**src/rtl/seq_logic_unit.sv**
```systemverilog
// Multi-cycle bitwise logic unit (AND/OR/XOR/NOR), one SLICE-bit slice per clock.
// Optional `SEQ_LOGIC_ZERO_FLAG_EN adds a registered result-is-zero output.
module seq_logic_unit #(
  parameter int unsigned WIDTH = 32,
  parameter int unsigned SLICE = 8
) (
  input  logic             clk,
  input  logic             reset,
  input  logic             start,
  input  logic [1:0]       op,
  input  logic [WIDTH-1:0] a,
  input  logic [WIDTH-1:0] b,
  output logic             busy,
  output logic             done,
  output logic [WIDTH-1:0] result
`ifdef SEQ_LOGIC_ZERO_FLAG_EN
  ,
  output logic             zero
`endif
);

  localparam int unsigned N     = WIDTH / SLICE;
  localparam int unsigned CNT_W = (N > 1) ? $clog2(N) : 1;

  if ((WIDTH % SLICE) != 0) begin : g_bad_slice
    $error("seq_logic_unit: WIDTH must be a multiple of SLICE");
  end

  typedef enum logic [1:0] {
    S_IDLE = 2'd0,
    S_RUN  = 2'd1,
    S_DONE = 2'd2
  } state_t;

  state_t             state_q, state_d;
  logic [CNT_W-1:0]   cnt_q, cnt_d;
  logic [WIDTH-1:0]   a_q, a_d;
  logic [WIDTH-1:0]   b_q, b_d;
  logic [1:0]         op_q, op_d;
  logic [WIDTH-1:0]   result_q, result_d;
  logic               busy_q, busy_d;
  logic               done_q, done_d;
  logic [SLICE-1:0]   sel_a, sel_b, slice_res;
`ifdef SEQ_LOGIC_ZERO_FLAG_EN
  logic               zero_q, zero_d;
`endif

  // Operand slice selected by the current slice counter
  always_comb begin
    sel_a = '0;
    sel_b = '0;
    for (int unsigned i = 0; i < N; i++) begin
      if (cnt_q == CNT_W'(i)) begin
        sel_a = a_q[i*SLICE +: SLICE];
        sel_b = b_q[i*SLICE +: SLICE];
      end
    end
  end

  always_comb begin
    unique case (op_q)
      2'b00:   slice_res = sel_a & sel_b;
      2'b01:   slice_res = sel_a | sel_b;
      2'b10:   slice_res = sel_a ^ sel_b;
      default: slice_res = ~(sel_a | sel_b);
    endcase
  end

  // Next-state and next-output logic
  always_comb begin
    state_d  = state_q;
    cnt_d    = cnt_q;
    a_d      = a_q;
    b_d      = b_q;
    op_d     = op_q;
    result_d = result_q;
    busy_d   = busy_q;
    done_d   = 1'b0;
`ifdef SEQ_LOGIC_ZERO_FLAG_EN
    zero_d   = zero_q;
`endif
    unique case (state_q)
      S_IDLE, S_DONE: begin
        if (start) begin
          a_d      = a;
          b_d      = b;
          op_d     = op;
          result_d = '0;
          cnt_d    = '0;
          busy_d   = 1'b1;
          state_d  = S_RUN;
`ifdef SEQ_LOGIC_ZERO_FLAG_EN
          zero_d   = 1'b0;
`endif
        end else begin
          state_d = S_IDLE;
        end
      end
      S_RUN: begin
        for (int unsigned i = 0; i < N; i++) begin
          if (cnt_q == CNT_W'(i)) begin
            result_d[i*SLICE +: SLICE] = slice_res;
          end
        end
        cnt_d = cnt_q + CNT_W'(1);
        if (cnt_q == CNT_W'(N - 1)) begin
          state_d = S_DONE;
          busy_d  = 1'b0;
          done_d  = 1'b1;
`ifdef SEQ_LOGIC_ZERO_FLAG_EN
          zero_d  = (result_d == '0);
`endif
        end
      end
      default: begin
        state_d = S_IDLE;
        busy_d  = 1'b0;
      end
    endcase
  end

  // State and output registers, synchronous reset
  always_ff @(posedge clk) begin
    if (reset) begin
      state_q  <= S_IDLE;
      cnt_q    <= '0;
      a_q      <= '0;
      b_q      <= '0;
      op_q     <= '0;
      result_q <= '0;
      busy_q   <= 1'b0;
      done_q   <= 1'b0;
`ifdef SEQ_LOGIC_ZERO_FLAG_EN
      zero_q   <= 1'b0;
`endif
    end else begin
      state_q  <= state_d;
      cnt_q    <= cnt_d;
      a_q      <= a_d;
      b_q      <= b_d;
      op_q     <= op_d;
      result_q <= result_d;
      busy_q   <= busy_d;
      done_q   <= done_d;
`ifdef SEQ_LOGIC_ZERO_FLAG_EN
      zero_q   <= zero_d;
`endif
    end
  end

  assign busy   = busy_q;
  assign done   = done_q;
  assign result = result_q;
`ifdef SEQ_LOGIC_ZERO_FLAG_EN
  assign zero   = zero_q;
`endif

endmodule

```
**config.mk**
```make
export PLATFORM = sky130hd
export DESIGN_NAME = seq_logic_unit
export DESIGN_NICKNAME = d
export VERILOG_FILES = /design/src/rtl/seq_logic_unit.sv
export SDC_FILE = /design/constraint.sdc
export NUM_CORES = 1
export LEC_CHECK = 0
export BUFFER_PORTS_ARGS = -buffer_cell sky130_fd_sc_hd__buf_2
export CAP_MARGIN = 20
export CORE_ASPECT_RATIO = 1.25
export CORE_UTILIZATION = 29
export CTS_CLUSTER_SIZE = 8
export DETAILED_ROUTE_END_ITERATION = 16
export PLACE_DENSITY = 0.58
export SLEW_MARGIN = 20
export SYNTH_ARGS = -nofsm -noshare
export SYNTH_HDL_FRONTEND = slang
export SYNTH_SLANG_ARGS = --single-unit
```
**constraint.sdc**
```tcl
create_clock -name clk -period 5.98 [get_ports clk]
set_input_delay 1.196 -clock clk [delete_from_list [all_inputs] [get_ports clk]]
set_output_delay 1.196 -clock clk [all_outputs]
set_load 0.01 [all_outputs]
```
==> results of run 1 <==
## synth_stat cells (all sizes together)
| cell type | instances | area (µm²) |
|---|---|---|
| nand3b | 4 | 30.0 |
| nor2b | 13 | 81.3 |
| o31ai | 32 | 240 |
| nor3b | 1 | 18.8 |
| and2b | 6 | 45.0 |
| nand2 | 151 | 567 |
| nand3 | 2 | 10.0 |
| a22o | 16 | 140 |
| ha | 20 | 250 |
| buf | 30 | 171 |
| a22oi | 16 | 120 |
| nor2 | 3 | 11.3 |
| nand2b | 3 | 18.8 |
| o21ai | 26 | 130 |
| o32ai | 8 | 130 |
| a21oi | 105 | 541 |
| clkbuf | 21 | 78.8 |
| nand4b | 32 | 280 |
| dfxtp | 104 | 2080 |
| inv | 18 | 67.6 |
## layer usage
metal  wire length, µm  share of wire [%]  track usage (%)
met3               573                4.0             3.21
met4               278                2.0             6.19
met5                 0                  0                0
met2              6930                 49             27.9
met1              6420                 45             20.2
## metrics by stage
stage / util (%) / instance area [µm²] / hold slack [ps]
2_1_floorplan: - / 5010 / 436
3_3_place_gp: 33.3 / 5600 / 444
3_5_place_dp: 33.3 / 5600 / 447
4_1_cts: 34.9 / 5870 / 457
5_1_grt: 35.0 / 5890 / 470
6_report: 35.0 / 5890 / 456
## power groups by stage
| stage | Sequential [mW] | Combinational, mW | Clock, mW |
|---|---|---|---|
| floorplan | 0.757 | 0.170 | 0 |
| global placement | 0.767 | 0.236 | 0 |
| detailed placement | 0.768 | 0.237 | 0 |
| CTS | 0.752 | 0.237 | 0.563 |
| global route | 0.755 | 0.266 | 0.595 |
| finish | 0.751 | 0.237 | 0.552 |
## worst max-delay path, stage by stage, from the launching register on
cell and delay (ps):
dfxtp_1 380, ha_1 750, buf_4 410, a21oi_1 90, a22o_1 230, ha_1 190
and2b_1 160, o32ai_2 350, o31ai_1 150
## registers in the layout, indices dropped and copies added, names as in the netlist
register and count:
result 32, cnt_q 2, busy 1, op_q 2
done 1, state_q 2, a_q 32, b_q 32
## kinds of logic after synthesis
| kind of cell | Yosys count | synth area share [%] |
|---|---|---|
| simple gates | 215 | 21.2 |
| compound gates | 203 | 26.0 |
| flops | 104 | 41.5 |
| buf+inv | 69 | 6.34 |
| fa+ha+maj | 20 | 4.99 |
## area by class of cell
type | instances | area share [%]
Multi-Input combinational cell | 438 | 44.6
Sequential cell | 104 | 35.3
Timing Repair Buffer | 108 | 9.64
Tap cell | 220 | 4.67
Clock buffer | 9 | 3.82
Inverter | 18 | 1.15
Clock inverter | 6 | 0.764
## worst paths after layout
kind,start,end,slack (ps),cells past startpoint
max,cnt_q[0],result[10],3140,8
min,a_q[7],a_q[7],460,2
max reg2reg,cnt_q[0],result[10],3140,8
min reg2reg,a_q[7],a_q[7],460,2
==> results.sh, run 1 <==
export IMPL_setup_viol=0
export IMPL_fin_tns_setup_ps=0
export IMPL_crit_arrival_ps=3060
export IMPL_antenna_found_initial=0
export IMPL_yosysWarnings=0
export IMPL_yosysSeqAreaShare_pct=41.5
export IMPL_vias_per_cell=5.00
export IMPL_htreeDepth=3
export IMPL_fin_worst_skew_ps=9.14
export IMPL_synthCells=611
export IMPL_core_area_um2=16800
export IMPL_swShare_pct=28.7
export IMPL_fin_ws_ps=3140
export IMPL_first_iter_violations=367
export IMPL_max_freq_mhz=352
export IMPL_leakagePower_nw=2.30
export IMPL_power_share_clock_pct=35.8
export IMPL_drive_gt1_share_pct=20.2
export IMPL_placedCellCount=887
export IMPL_ant_nets=0
export IMPL_seq_area_um2=2080
export IMPL_cts_root_buf="clkbuf_16"
export IMPL_totalPowerFinal_mw=1.54
export IMPL_p_per_area_nw_per_um2=261
export IMPL_drc=0
export IMPL_dpl_hpwl_um=10100
export IMPL_grt_start_max_net_pins=102
export IMPL_min_path_type="flip-flop to flip-flop"
export IMPL_num_antenna_cells=0
export IMPL_drtPass1Iterations=5
export IMPL_final_cell_mix="nand2_1 (151), dfxtp_1 (104), buf_2 (102), a21oi_1 (101)"
export IMPL_start_kind="flip-flop"
export IMPL_grt_pass1_vias=4242
export IMPL_grt_pass1_wl_um=22400
export IMPL_tightest_slew_ps=870
export IMPL_slew_headroom_pct=42.0
export IMPL_num_io_pins=103
export IMPL_post_cts_buffers=0
export IMPL_crit_path_max_fanout=27
export IMPL_die_area_um2=17800
export IMPL_grt_ovfl_total=0
export IMPL_area_delta_synth_final_pct=17.5
export IMPL_period_share_pct=47.5
export IMPL_synth_area_um2=5010
export IMPL_seqPwrFrac_pct=48.8
export IMPL_clock_sinks=104
export IMPL_worstSkewPairLatency_ps=350
export IMPL_ys_seq_elements=104
export IMPL_hold_viol_final=0
export IMPL_pwr_share_comb_pct=15.4
export IMPL_synth_distinct_cells=24
export IMPL_track_usage_pct=16.3
export IMPL_rsz0062_at_grt="no"
export IMPL_die_y_um=149
export IMPL_clk_pin_slew_ps=70
export IMPL_avgSynthCellArea_um2=8.21
export IMPL_clockBufferDepth=2
export IMPL_drv_cap=0
export IMPL_p_sw_uw=443
export IMPL_maxSlewViolCount=0
export IMPL_ctsHoldBuffers=0
export IMPL_worstPathRequired_ps=6200
export IMPL_cts_made_buffers=9
export IMPL_initial_core_util_pct=29.8
export IMPL_layout_commonest_cell="nand2_1"
export IMPL_p_int_mw=1.10
export IMPL_rows=53
export IMPL_dr_total_vias=4518
export IMPL_syn_nets=700
export IMPL_stdcell_count=903
export IMPL_multi_input_area_um2=2630
export IMPL_nNetsFinal=768
export IMPL_pre_cts_ws_ps=3170
export IMPL_gp_congestion=0.792
export IMPL_ir_worst_vdd_mv=0.144
export IMPL_die_w_um=120
export IMPL_wl_um=14200
export IMPL_criticalPathCategory="flip-flop to flip-flop"
export IMPL_status="finished, final reports clean"
export IMPL_port_buffers=102
export IMPL_postCtsResizedCells=0
export IMPL_wl_per_cell_um=15.7
export IMPL_fin_crit_ps=2840
export IMPL_tritoncts="done"
export IMPL_fillers=1833
export IMPL_crit_path_end_kind="flip-flop"
No activity file was read; power rests on OpenSTA's default activity.
==> run 2: changes to the inputs <==
==> constraint.sdc (replaced) <==
create_clock -name clk -period 2.7 [get_ports clk]
set_input_delay 0.54 -clock clk [delete_from_list [all_inputs] [get_ports clk]]
set_output_delay 0.54 -clock clk [all_outputs]
set_load 0.01 [all_outputs]
==> run 2 against run 1 <==
Against the previous run: sequential share of layout area is 1.2 points lower; register-to-register slack got worse by 2900 ps; hold slack worse by 43 ps; first-iteration DRC count is 28% lower; maximum frequency grew 17%; setup slack got worse by 2900 ps; critical endpoint is now result[30]; largest power group unchanged; highest routed layer unchanged.
==> results.sh, run 2 (synthesis results as in run 1) <==
export IMPL_worstSkewPairLatency_ps=360
export IMPL_place_area_um2=5770
export IMPL_wl_per_cell_um=15.7
export IMPL_regToRegSetupSlack_ps=280
export IMPL_leakagePower_nw=2.40
export IMPL_totalPowerFinal_mw=3.64
export IMPL_critPathSlowestCell="o32ai_2"
export IMPL_die_w_um=120
export IMPL_die_y_um=149
export IMPL_critical_path_max_stage_delay_ps=430
export IMPL_cp_cell_sequence="inv_1 -> ha_1 -> buf_12 -> a21oi_1 -> o21ai_0 -> a22oi_1 -> ha_1 -> nor2b_1 -> o32ai_2 -> o31ai_1"
export IMPL_min_path_type="input pin to flip-flop"
export IMPL_cts_root_buf="clkbuf_16"
export IMPL_wl_um=14400
export IMPL_drc=0
export IMPL_status="finished, final reports clean"
export IMPL_fin_worst_skew_ps=8.45
export IMPL_maxSlewViolCount=0
export IMPL_crit_path_end_kind="flip-flop"
export IMPL_ant_nets=0
export IMPL_grt_pass1_vias=4311
export IMPL_die_area_um2=17800
export IMPL_start_kind="flip-flop"
export IMPL_clockBufferDepth=2
export IMPL_clock_sinks=104
export IMPL_area_delta_synth_final_pct=21.6
export IMPL_setup_viol=0
export IMPL_track_usage_pct=16.5
export IMPL_drv_cap=0
export IMPL_htreeDepth=3
export IMPL_drtPass1Iterations=4
export IMPL_slew_headroom_pct=58.4
export IMPL_grt_pass1_wl_um=22600
export IMPL_ir_worst_vdd_mv=0.271
export IMPL_clk_pin_slew_ps=70
export IMPL_cts_made_buffers=9
export IMPL_num_io_pins=103
export IMPL_fin_area_um2=6100
export IMPL_worstPathRequired_ps=2930
export IMPL_port_buffers=102
export IMPL_dpl_hpwl_um=10500
export IMPL_max_freq_mhz=412
export IMPL_p_per_area_nw_per_um2=597
export IMPL_vias_per_cell=4.93
export IMPL_gp_congestion=0.775
export IMPL_fin_crit_ps=2420
export IMPL_tightest_slew_ps=623
export IMPL_antenna_found_initial=0
export IMPL_drive_gt1_share_pct=21.7
export IMPL_nNetsFinal=780
export IMPL_num_antenna_cells=0
export IMPL_crit_path_max_fanout=31
export IMPL_final_cell_mix="nand2_1 (151), dfxtp_1 (104), buf_2 (102), a21oi_1 (101)"
export IMPL_hold_viol_final=0
export IMPL_core_area_um2=16800
export IMPL_crit_arrival_ps=2650
export IMPL_tritoncts="done"
export IMPL_layout_commonest_cell="nand2_1"
export IMPL_first_iter_violations=265
export IMPL_grt_start_max_net_pins=105
export IMPL_rows=53
export IMPL_period_share_pct=89.8
export IMPL_path_buf_inv=2
export IMPL_rsz0062_at_grt="no"
export IMPL_cpMostUsedCell="ha_1"
export IMPL_dr_total_vias=4512
export IMPL_fin_tns_setup_ps=0
export IMPL_critPathTopFamily="compound AO/OA/AOI/OAI gates"
export IMPL_grt_ovfl_total=0
export IMPL_initial_core_util_pct=29.8
export IMPL_criticalPathCategory="flip-flop to flip-flop"
==> run 2: cell types whose count changed in the layout (fill, tap and decap cells not counted) <==
cell,delta
buf_12,+5
buf_4,+7
bufinv_16,+2
clkbuf_8,+1
clkinvlp_4,-2
ha_1,-1
ha_2,+1
inv_6,-1
==> run 2: area by class of cell <==
class                      instances  area, µm²
sequential                       104       2080
inverter                          18       67.6
timing repair buffer             120        721
clock buffer                      10        239
multi-input combinational        438       2630
fill                            1822      10700
tap                              220        275
clock inverter                     5       81.3
==> run 2: final timing paths <==
kind,startpoint,to,depth (start not counted)
max,cnt_q[0],result[30],10
min,a[28],a_q[28],3
max reg2reg,cnt_q[0],result[30],10
min reg2reg,b_q[22],b_q[22],2
==> run 2: routing by layer <==
metal	vias to the layer above	share of wire, %	global-route usage [%]
met5	-	0	0
met2	88	50	28.6
li1	2305	-	-
met1	2100	44	20.4
met3	19	3.5	2.98
met4	0	2.0	6.00
==> run 2: worst register-to-register path, cell delays in order (launching register included) <==
cell and delay, ps:
dfxtp_1 390, inv_1 100, ha_1 250, buf_12 170
a21oi_1 150, o21ai_0 140, a22oi_1 200, ha_1 230
nor2b_1 70, o32ai_2 430, o31ai_1 160
==> run 2: through the flow <==
step                instances  utilization [%]  setup slack (ps)  hold WS, ps
floorplan                 611                -               519          436
global placement          900             34.3               270          446
detailed placement        900             34.3               248          449
CTS                       915             36.2               216          403
global route              915             36.2              79.5          419
finish                    915             36.2               276          413
==> run 2: where the power goes <==
group	internal, mW	switching, mW
Clock	0.832	0.578
Sequential	1.61	0.0578
Combinational	0.233	0.329
==> run 2: repair_timing <==
action / in CTS / in global routing
resized for setup: 0 / 1
setup buffers: 0 / 0
hold buffers: 0 / 0
endpoints found under the setup margin: 0 / 3
